$ cat src/rtl/vec_mem_sequencer.sv
// Vector memory-stage sequencer: serialises vector loads/stores onto one RAM port.
// Optional signed lane stride via `define VMEM_STRIDE_EN (unit stride otherwise).
module vec_mem_sequencer #(
  parameter int DATA_WIDTH = 16,
  parameter int LANES      = 16,
  parameter int ADDR_WIDTH = 19
) (
  input  logic                             clk,
  input  logic                             rst,
  input  logic                             req_valid,
  input  logic                             req_vector,
  input  logic                             req_write,
  input  logic [ADDR_WIDTH-1:0]            req_addr,
  input  logic [DATA_WIDTH-1:0]            req_sdata,
  input  logic [LANES-1:0][DATA_WIDTH-1:0] req_vdata,
`ifdef VMEM_STRIDE_EN
  input  logic [ADDR_WIDTH-1:0]            req_stride,
`endif
  output logic [ADDR_WIDTH-1:0]            mem_addr,
  output logic [DATA_WIDTH-1:0]            mem_wdata,
  output logic                             mem_we,
  input  logic [DATA_WIDTH-1:0]            mem_rdata,
  output logic [DATA_WIDTH-1:0]            sload_data,
  output logic [LANES-1:0][DATA_WIDTH-1:0] vload_data,
  output logic                             vload_valid,
  output logic                             stall,
  output logic                             busy
);

  localparam int CW = $clog2(LANES);

  typedef enum logic [2:0] {
    S_IDLE,
    S_STORE,
    S_LOAD,
    S_DRAIN,
    S_DONE
  } state_t;

  state_t                           r_state;
  state_t                           w_next;
  logic [CW-1:0]                    r_cnt;
  logic [ADDR_WIDTH-1:0]            r_addr;
  logic [LANES-1:0][DATA_WIDTH-1:0] r_vdata;
  logic [LANES-1:0][DATA_WIDTH-1:0] r_vload;
  logic                             r_pend;
  logic [CW-1:0]                    r_pidx;
  logic [ADDR_WIDTH-1:0]            w_stride;
  logic                             w_last;
  logic                             w_accept;

`ifdef VMEM_STRIDE_EN
  logic [ADDR_WIDTH-1:0]            r_stride;
  assign w_stride = r_stride;
`else
  assign w_stride = ADDR_WIDTH'(1);
`endif

  assign w_last      = (r_cnt == CW'(LANES - 1));
  assign w_accept    = (r_state == S_IDLE) & req_valid & req_vector;
  assign busy        = (r_state != S_IDLE);
  assign vload_valid = (r_state == S_DONE);
  assign vload_data  = r_vload;
  assign sload_data  = mem_rdata;

  // Next-state and RAM/stall outputs; IDLE outputs are masked while reset is held
  always_comb begin
    w_next    = r_state;
    mem_addr  = req_addr;
    mem_wdata = req_sdata;
    mem_we    = 1'b0;
    stall     = 1'b0;
    unique case (r_state)
      S_IDLE: begin
        mem_we = rst & req_valid & req_write & ~req_vector;
        stall  = rst & w_accept;
        if (w_accept) begin
          w_next = req_write ? S_STORE : S_LOAD;
        end
      end
      S_STORE: begin
        mem_addr  = r_addr;
        mem_wdata = r_vdata[r_cnt];
        mem_we    = 1'b1;
        stall     = ~w_last;
        if (w_last) begin
          w_next = S_IDLE;
        end
      end
      S_LOAD: begin
        mem_addr = r_addr;
        stall    = 1'b1;
        if (w_last) begin
          w_next = S_DRAIN;
        end
      end
      S_DRAIN: begin
        stall  = 1'b1;
        w_next = S_DONE;
      end
      S_DONE: begin
        w_next = S_IDLE;
      end
      default: begin
        w_next = S_IDLE;
      end
    endcase
  end

  // State register
  always_ff @(posedge clk or negedge rst) begin
    if (!rst) begin
      r_state <= S_IDLE;
    end else begin
      r_state <= w_next;
    end
  end

  // Request capture, lane walk and load-lane collection one cycle after issue
  always_ff @(posedge clk or negedge rst) begin
    if (!rst) begin
      r_cnt   <= '0;
      r_addr  <= '0;
      r_vdata <= '0;
      r_vload <= '0;
      r_pend  <= 1'b0;
      r_pidx  <= '0;
`ifdef VMEM_STRIDE_EN
      r_stride <= '0;
`endif
    end else begin
      r_pend <= 1'b0;
      if (r_pend) begin
        r_vload[r_pidx] <= mem_rdata;
      end
      if (w_accept) begin
        r_addr  <= req_addr;
        r_vdata <= req_vdata;
        r_cnt   <= '0;
`ifdef VMEM_STRIDE_EN
        r_stride <= req_stride;
`endif
      end else if (r_state == S_STORE || r_state == S_LOAD) begin
        r_addr <= r_addr + w_stride;
        r_cnt  <= w_last ? '0 : r_cnt + CW'(1);
        if (r_state == S_LOAD) begin
          r_pend <= 1'b1;
          r_pidx <= r_cnt;
        end
      end
    end
  end

endmodule

$ cat config.mk
export PLATFORM = sky130hd
export DESIGN_NAME = vec_mem_sequencer
export DESIGN_NICKNAME = d
export VERILOG_FILES = /design/src/rtl/vec_mem_sequencer.sv
export SDC_FILE = /design/constraint.sdc
export NUM_CORES = 1
export LEC_CHECK = 0
export ABC_AREA = 1
export CAP_MARGIN = 20
export CORE_AREA = 2 2 240 242
export DETAILED_ROUTE_END_ITERATION = 8
export DIE_AREA = 0 0 242 244
export PLACE_DENSITY = 0.7
export SYNTH_ARGS = -nofsm -noshare
export SYNTH_HDL_FRONTEND = slang
export SYNTH_SLANG_ARGS = --single-unit
$ cat constraint.sdc
create_clock -name clk -period 3.7 [get_ports clk]
set_input_delay 0.555 -clock clk [delete_from_list [all_inputs] [get_ports clk]]
set_output_delay 0.555 -clock clk [all_outputs]
set_load 0.005 [all_outputs]
==> results.txt, run 1 <==
Avg Vias per Cell = 5.07
WP data arrival = 3.02 ns
TritonCTS clock tree = done
final hold violations = 0
antenna-violating nets left = 0
worst setup path endpoint = mem_wdata[7]
gr usage total = 0.279
kind of critical path = flop to output pin
Critical Path Start = r_cnt[0]
Netlist cell types = 27
M1 GR Usage = 0.357
post-synth net total = 3230
syn avg cell area = 8.04 sq um
dpl hpwl = 60600 um
status = finished clean
Clock Latency Late Sink = 0.61 ns
unrepaired setup endpoints after global routing = false
FP Rows = 87
Pre-antenna DRT Iters = 6
Starting Density = 0.417
Fmax = 280 MHz
pin count of the biggest net entering global routing = 176
WP depth = 11
Worst setup EP type = output pin
Longest Clk Path Bufs = 3
Setup Skew = 0.0266 ns
worst rel slew slack = 0.246
Synth Warn # = 0
cell family with most CP delay = simple AND/OR/NAND/NOR gates
full die area = 59000 sq um
first-pass GRT wire length = 126000 um
Worst Path Required = 3.14 ns
synthesized area = 23400 sq um
fin crit period = 3.58 ns
buffers plus inverters on the worst setup path = 3
combinational power share = 0.401
Post-Synth XOR/XNOR Area = 0.00299
vias in the first global route = 20379
DRT Wirelength = 83900 um
gr busiest metal = met2
Tightest Pin Transition = 1.13 ns
largest family of logic cells by synthesized area = simple AND/OR/NAND/NOR gates
Tcrit/Tclk final = 0.967
setup slack, reg-to-reg = 1.27 ns
total number of vias = 21538
CTS Root Cell = clkbuf_16
crit-path max FO = 48
Post-Synth Simple-Gate Area = 0.281
DRT iter0 DRCs = 1980
critical path's slowest cell = dfrtp_4
H-tree depth = 2
final setup vio count = 0
worst r2r path cells = 7
met2 Use GR = 0.459
CTS Sinks = 543
Slew Limit Fails = 0
IO buf count = 622
PwrDens = 845 nW/um^2
# Max-Cap Violations = 0
sequential share of power = 0.383
part of the power in the clock network = 0.217
nets = 3759
Crit Reg-Reg Endpoint = r_vdata[225]
post-synthesis sequential area ratio = 0.580
Die H = 244 um
CP most frequent cell = nand2_1
global route overflow = 0
Max IR drop VDD = 0.391 mV
met3 usage = 0.0669
worst-path cell chain = inv_4 -> buf_12 -> nand2_1 -> nand2_1 -> nand2_1 -> nand2_1 -> nor2_1 -> nand2_1 -> nand3_1 -> nand2_1 -> clkdlybuf4s50_1
total CTS buffers = 57
Worst path max stage delay = 0.62 ns
internal power = 0.0171 W
complex-gate fraction of the synthesized area = 0.0836
Hold Path Class = input port to asynchronous set/reset pin
Leakage = 15.4 nW
Pwr Total = 0.0272 W
Synth Area in Adders = 0.00107
RePlAce Congestion = 0.899
io pins = 623
synthesized instance count = 2916
leading cell type in the layout, fill and taps excluded = nand2_1
Layout area overhead = 37.2%
Final Cell Area = 32200 sq um
Core Area = 56200 sq um
initial antenna violation count = 6
Switching Fraction = 0.371
Net Switching = 0.0101 W
die width = 242 um
proportion of synthesized area in mux cells = 0
RR Startpoint = r_state[2]
DRC violations left = 0
Setup crit start kind = flop
Placed Area = 30100 sq um
WL/cell = 19.7 um
share of cells above drive strength 1 = 0.0435
final setup TNS = 0 ns
FF+latch count, synth = 543
most frequent cells in the layout = nand2_1, clkdlybuf4s50_1, dfrtp_1
Clock Pin Slew Worst Setup and Hold Paths = 0.06 ns
-- routing by layer --
metal  up-vias  wire, um  share of wire
met5         -        60        0.00071
met4        10      3670          0.044
met3       176      6860          0.082
met2       920     39800           0.47
met1     10213     33600           0.40
li1      10219         -              -
-- cell type report --
class	instances	area, sq um
Fill cell	5097	24000
Sequential cell	543	13600
Multi-Input combinational cell	2099	8670
Timing Repair Buffer	665	6700
Clock buffer	86	1720
Tap cell	756	946
Inverter	79	299
Clock inverter	21	225
Antenna cell	1	2.50
-- power by group through the flow --
stage	registers, W	clock network (W)	logic (W)
after floorplan	0.0100	0	0.00518
after global placement	0.0104	0	0.0106
after detailed placement	0.0104	0	0.0108
after CTS	0.0104	0.00599	0.0108
after global routing	0.0107	0.00622	0.0120
final	0.0104	0.00589	0.0109
-- cells by family after synthesis --
kind of cell,after synthesis
adder cells (fa/ha/maj),2
XOR/XNOR,8
AND/OR/NAND/NOR,1701
flip-flops,543
AO/OA/AOI/OAI,388
buffers and inverters,274
-- flip-flops by register name, summed over array words and instances, names as in the netlist --
register,flops
r_pidx,4
r_pend,1
vload_data,256
r_addr,19
r_cnt,4
r_state,3
r_vdata,256
-- what timing repair did --
item | in CTS | in global routing
endpoints found under the hold margin | 26 | 0
resized for setup | 0 | 2
endpoints found under the setup margin | 0 | 4
buffers inserted | 0 | 1
hold buffers | 1 | 0
-- worst min-delay path by stage --
stage	slack, ns	endpoint	depth (start not counted)
3_3_place_gp	0.44	vload_data[23]	1
4_1_cts	0.42	vload_data[177]	2
5_1_grt	0.44	vload_data[7]	2
6_report	0.46	vload_data[43]	2
2_1_floorplan	0.26	r_addr[0]	0
3_5_place_dp	0.44	vload_data[23]	1
-- Yosys cell counts --
cell / number / area share
o22ai_1: 4 / 0.0011
ha_1: 2 / 0.0011
xnor2_1: 1 / 0.00037
clkinv_1: 4 / 0.00064
nand2_2: 2 / 0.00053
nor2_2: 3 / 0.00080
a31oi_1: 1 / 0.00027
nand2_1: 1438 / 0.23
xor2_1: 7 / 0.0026
nor2_4: 1 / 0.00048
buf_2: 60 / 0.013
nand4_1: 4 / 0.0011
inv_2: 2 / 0.00032
nand3b_1: 3 / 0.00096
o21bai_1: 1 / 0.00032
buf_4: 28 / 0.0090
nor3_2: 2 / 0.00085
nor3_1: 3 / 0.00064
clkbuf_1: 100 / 0.016
a21oi_1: 116 / 0.025
o211ai_1: 4 / 0.0013
o21ai_0: 262 / 0.056
inv_1: 73 / 0.012
dfrtp_1: 543 / 0.58
buf_1: 7 / 0.0011
nor2_1: 125 / 0.020
nand3_1: 120 / 0.026
-- per-stage QoR --
stage,util,instances,hold slack (ns),setup slack [ns]
3_5_place_dp,0.536,4137,0.436,0.698
5_1_grt,0.572,4250,0.436,0.00334
2_1_floorplan,-,2916,0.259,1.79
6_report,0.572,4250,0.458,0.122
3_3_place_gp,0.536,4137,0.438,0.562
4_1_cts,0.571,4245,0.419,0.0210
(Power assumes the default switching activity.)
==> run 2, diff against run 1 <==
==> config.mk (replaced) <==
export PLATFORM = sky130hd
export DESIGN_NAME = vec_mem_sequencer
export DESIGN_NICKNAME = d
export VERILOG_FILES = /design/src/rtl/vec_mem_sequencer.sv
export SDC_FILE = /design/constraint.sdc
export NUM_CORES = 1
export LEC_CHECK = 0
export CAP_MARGIN = 20
export CORE_AREA = 2 2 241 243
export DETAILED_ROUTE_END_ITERATION = 8
export DIE_AREA = 0 0 243 245
export PLACE_DENSITY_LB_ADDON = 0.1
export SYNTH_ARGS = -nofsm -noshare
export SYNTH_HDL_FRONTEND = slang
export SYNTH_SLANG_ARGS = --single-unit
==> run 2 against run 1 <==
Compared with the run above:
- final cell count decreased by 30%
- worst setup slack got worse by 0.028 ns
- routed wire length decreased by 14%
- critical path depth decreased by 4
- clock-buffer cell count increased by 3
- register-to-register slack got worse by 0.07 ns
- via count decreased by 29%
- highest routed layer unchanged
- clock skew decreased by 0.012 ns
- clock power decreased by 3.9%
- critical endpoint is now mem_wdata[10]
- fmax decreased by 0.77%
- flip-flop and latch count unchanged
==> results.txt, run 2 <==
status = finished clean
Switching Fraction = 0.304
Clock Latency Late Sink = 0.62 ns
buffers plus inverters on the worst setup path = 3
Pwr Total = 0.0254 W
Tightest Pin Transition = 1.10 ns
most common cell in the netlist = dfrtp_1
full die area = 59500 sq um
post-synth net total = 1846
FF+latch count, synth = 543
share of cells above drive strength 1 = 0.327
Die H = 245 um
Placed Area = 30300 sq um
worst-path cell chain = buf_12 -> buf_4 -> mux4_1 -> mux2_2 -> a22oi_1 -> o21ai_1 -> clkdlybuf4s50_1
CTS Root Cell = clkbuf_16
DRC violations left = 0
ys async rst share = 1.00
part of the power in the clock network = 0.223
sequential share of power = 0.391
Setup Skew = 0.0149 ns
Longest Clk Path Bufs = 3
Worst path max stage delay = 0.60 ns
setup slack, reg-to-reg = 1.20 ns
Clock Pin Slew Worst Setup and Hold Paths = 0.06 ns
combinational power share = 0.386
Setup crit start kind = flop
kind of critical path = flop to output pin
Critical Path Start = r_cnt[0]
io pins = 623
syn avg cell area = 15.3 sq um
Avg Vias per Cell = 5.18
PwrDens = 786 nW/um^2
worst rel slew slack = 0.268
worst r2r path cells = 4
Netlist cell types = 53
WP data arrival = 3.05 ns
H-tree depth = 2
Pre-antenna DRT Iters = 5
most frequent cells in the layout = clkdlybuf4s50_1, dfrtp_1, mux2_2
total CTS buffers = 57
RR Startpoint = r_state[2]
synth top area cells = dfrtp_1, mux2_2, mux4_1, mux4_2, buf_4
Net Switching = 0.00773 W
cell family with most CP delay = multiplexers
Slew Limit Fails = 0
die width = 243 um
synthesized area = 23500 sq um
# Max-Cap Violations = 0
leading cell type in the layout, fill and taps excluded = clkdlybuf4s50_1
gr usage total = 0.239
total number of vias = 15357
synthesized instance count = 1532
hold_ws = 0.437 ns
Worst Path Required = 3.14 ns
dpl hpwl = 54300 um
CTS Sinks = 543
Post-synth top cells = dfrtp_1, mux2_2, nand2_1
crit-path max FO = 11
Max IR drop VDD = 0.428 mV
vias in the first global route = 15996
Final Cell Area = 32300 sq um
unrepaired setup endpoints after global routing = false
Tcrit/Tclk final = 0.974
Layout area overhead = 37.6%
Place WS = 0.369 ns
initial antenna violation count = 20
critical path's slowest cell = mux4_1
WL/cell = 24.4 um
Core Area = 57000 sq um
global route overflow = 0
Fmax = 277 MHz
final setup vio count = 0
Synth Flop Type = dfrtp_1
worst setup path endpoint = mem_wdata[10]
TritonCTS clock tree = done
fin crit period = 3.61 ns
WP depth = 7
DRT iter0 DRCs = 786
internal power = 0.0177 W
final setup TNS = 0 ns
antenna-violating nets left = 0
nets = 2454
RePlAce Congestion = 0.860
largest area contributor in the netlist = dfrtp_1
Leakage = 13.8 nW
pin count of the biggest net entering global routing = 152
Crit Reg-Reg Endpoint = r_vdata[215]
DRT Wirelength = 72200 um
IO buf count = 622
Post-synth EDFFs = 0
Starting Density = 0.412
post-synthesis sequential area ratio = 0.578
FP Rows = 88
Hold Path Class = input port to asynchronous set/reset pin
final worst slack = 0.0945 ns
final hold violations = 0
first-pass GRT wire length = 106000 um
Worst setup EP type = output pin
Synth Warn # = 0
Yosys top cell area share = 0.578
==> run 2: timing repair <==
item	4_1_cts	5_1_grt
hold endpoints to repair	40	0
buffers inserted	5	0
hold buffers	1	0
resized for setup	0	7
endpoints found under the setup margin	16	6
pin swaps	0	0
==> run 2: how the worst min path moves through the flow <==
stage / startpoint / end / slack, ns / depth (start not counted)
after global routing: rst / r_addr[0] / 0.46 / 2
after floorplan: rst / r_addr[0] / 0.26 / 0
after detailed placement: r_vdata[140] / r_vdata[140] / 0.47 / 1
after CTS: rst / r_addr[0] / 0.43 / 2
after global placement: rst / r_addr[7] / 0.47 / 1
final: rst / r_addr[0] / 0.44 / 2
==> run 2: final cells by class <==
class	instances	area, sq um
diodes	10	25.0
clock buffers	89	1700
clock inverters	17	164
fillers	4690	24700
inverters	1	3.75
multi-input cells	863	9120
flip-flops and latches	543	13600
well taps	765	957
repair buffers	674	6780
==> run 2: through the flow <==
stage,util,std cells
detailed placement,0.532,2839
global route,0.567,2959
finish,0.567,2962
global placement,0.532,2839
floorplan,-,1532
CTS,0.566,2951
==> run 2: routing by layer <==
layer / routed length [um] / GRT usage / up-vias
li1: - / - / 6824
met1: 28800 / 0.293 / 7882
met2: 35900 / 0.403 / 489
met3: 4600 / 0.0628 / 140
met4: 2800 / 0.0976 / 22
met5: 140 / 0 / -
==> run 2: logic make-up (layout without fill, tap and decap cells) <==
logic type / after synthesis / in the layout / synth area share
other: 0 / 10 / 0
DFF: 543 / 543 / 0.578
buffers and inverters: 126 / 781 / 0.0348
and+or+nand+nor: 162 / 162 / 0.0335
adders and majority gates: 2 / 2 / 0.00106
AOI/OAI and AO/OA: 75 / 75 / 0.0200
xor gates and xnor gates: 10 / 10 / 0.00373
muxes: 614 / 614 / 0.329
==> run 2: power groups by stage <==
| stage | sequential, W | clock (W) | combinational, W |
|---|---|---|---|
| detailed placement | 0.0101 | 0 | 0.00971 |
| global route | 0.0102 | 0.00606 | 0.0104 |
| global placement | 0.0101 | 0 | 0.00953 |
| floorplan | 0.00941 | 0 | 0.00547 |
| finish | 0.00994 | 0.00566 | 0.00981 |
| CTS | 0.00994 | 0.00582 | 0.00993 |
==> run 2: worst reg2reg max path, stage by stage (launching register included) <==
cell	delay, ns
dfrtp_1	0.50
or3_1	0.49
nor2_4	0.50
buf_12	0.45
mux2_2	0.46
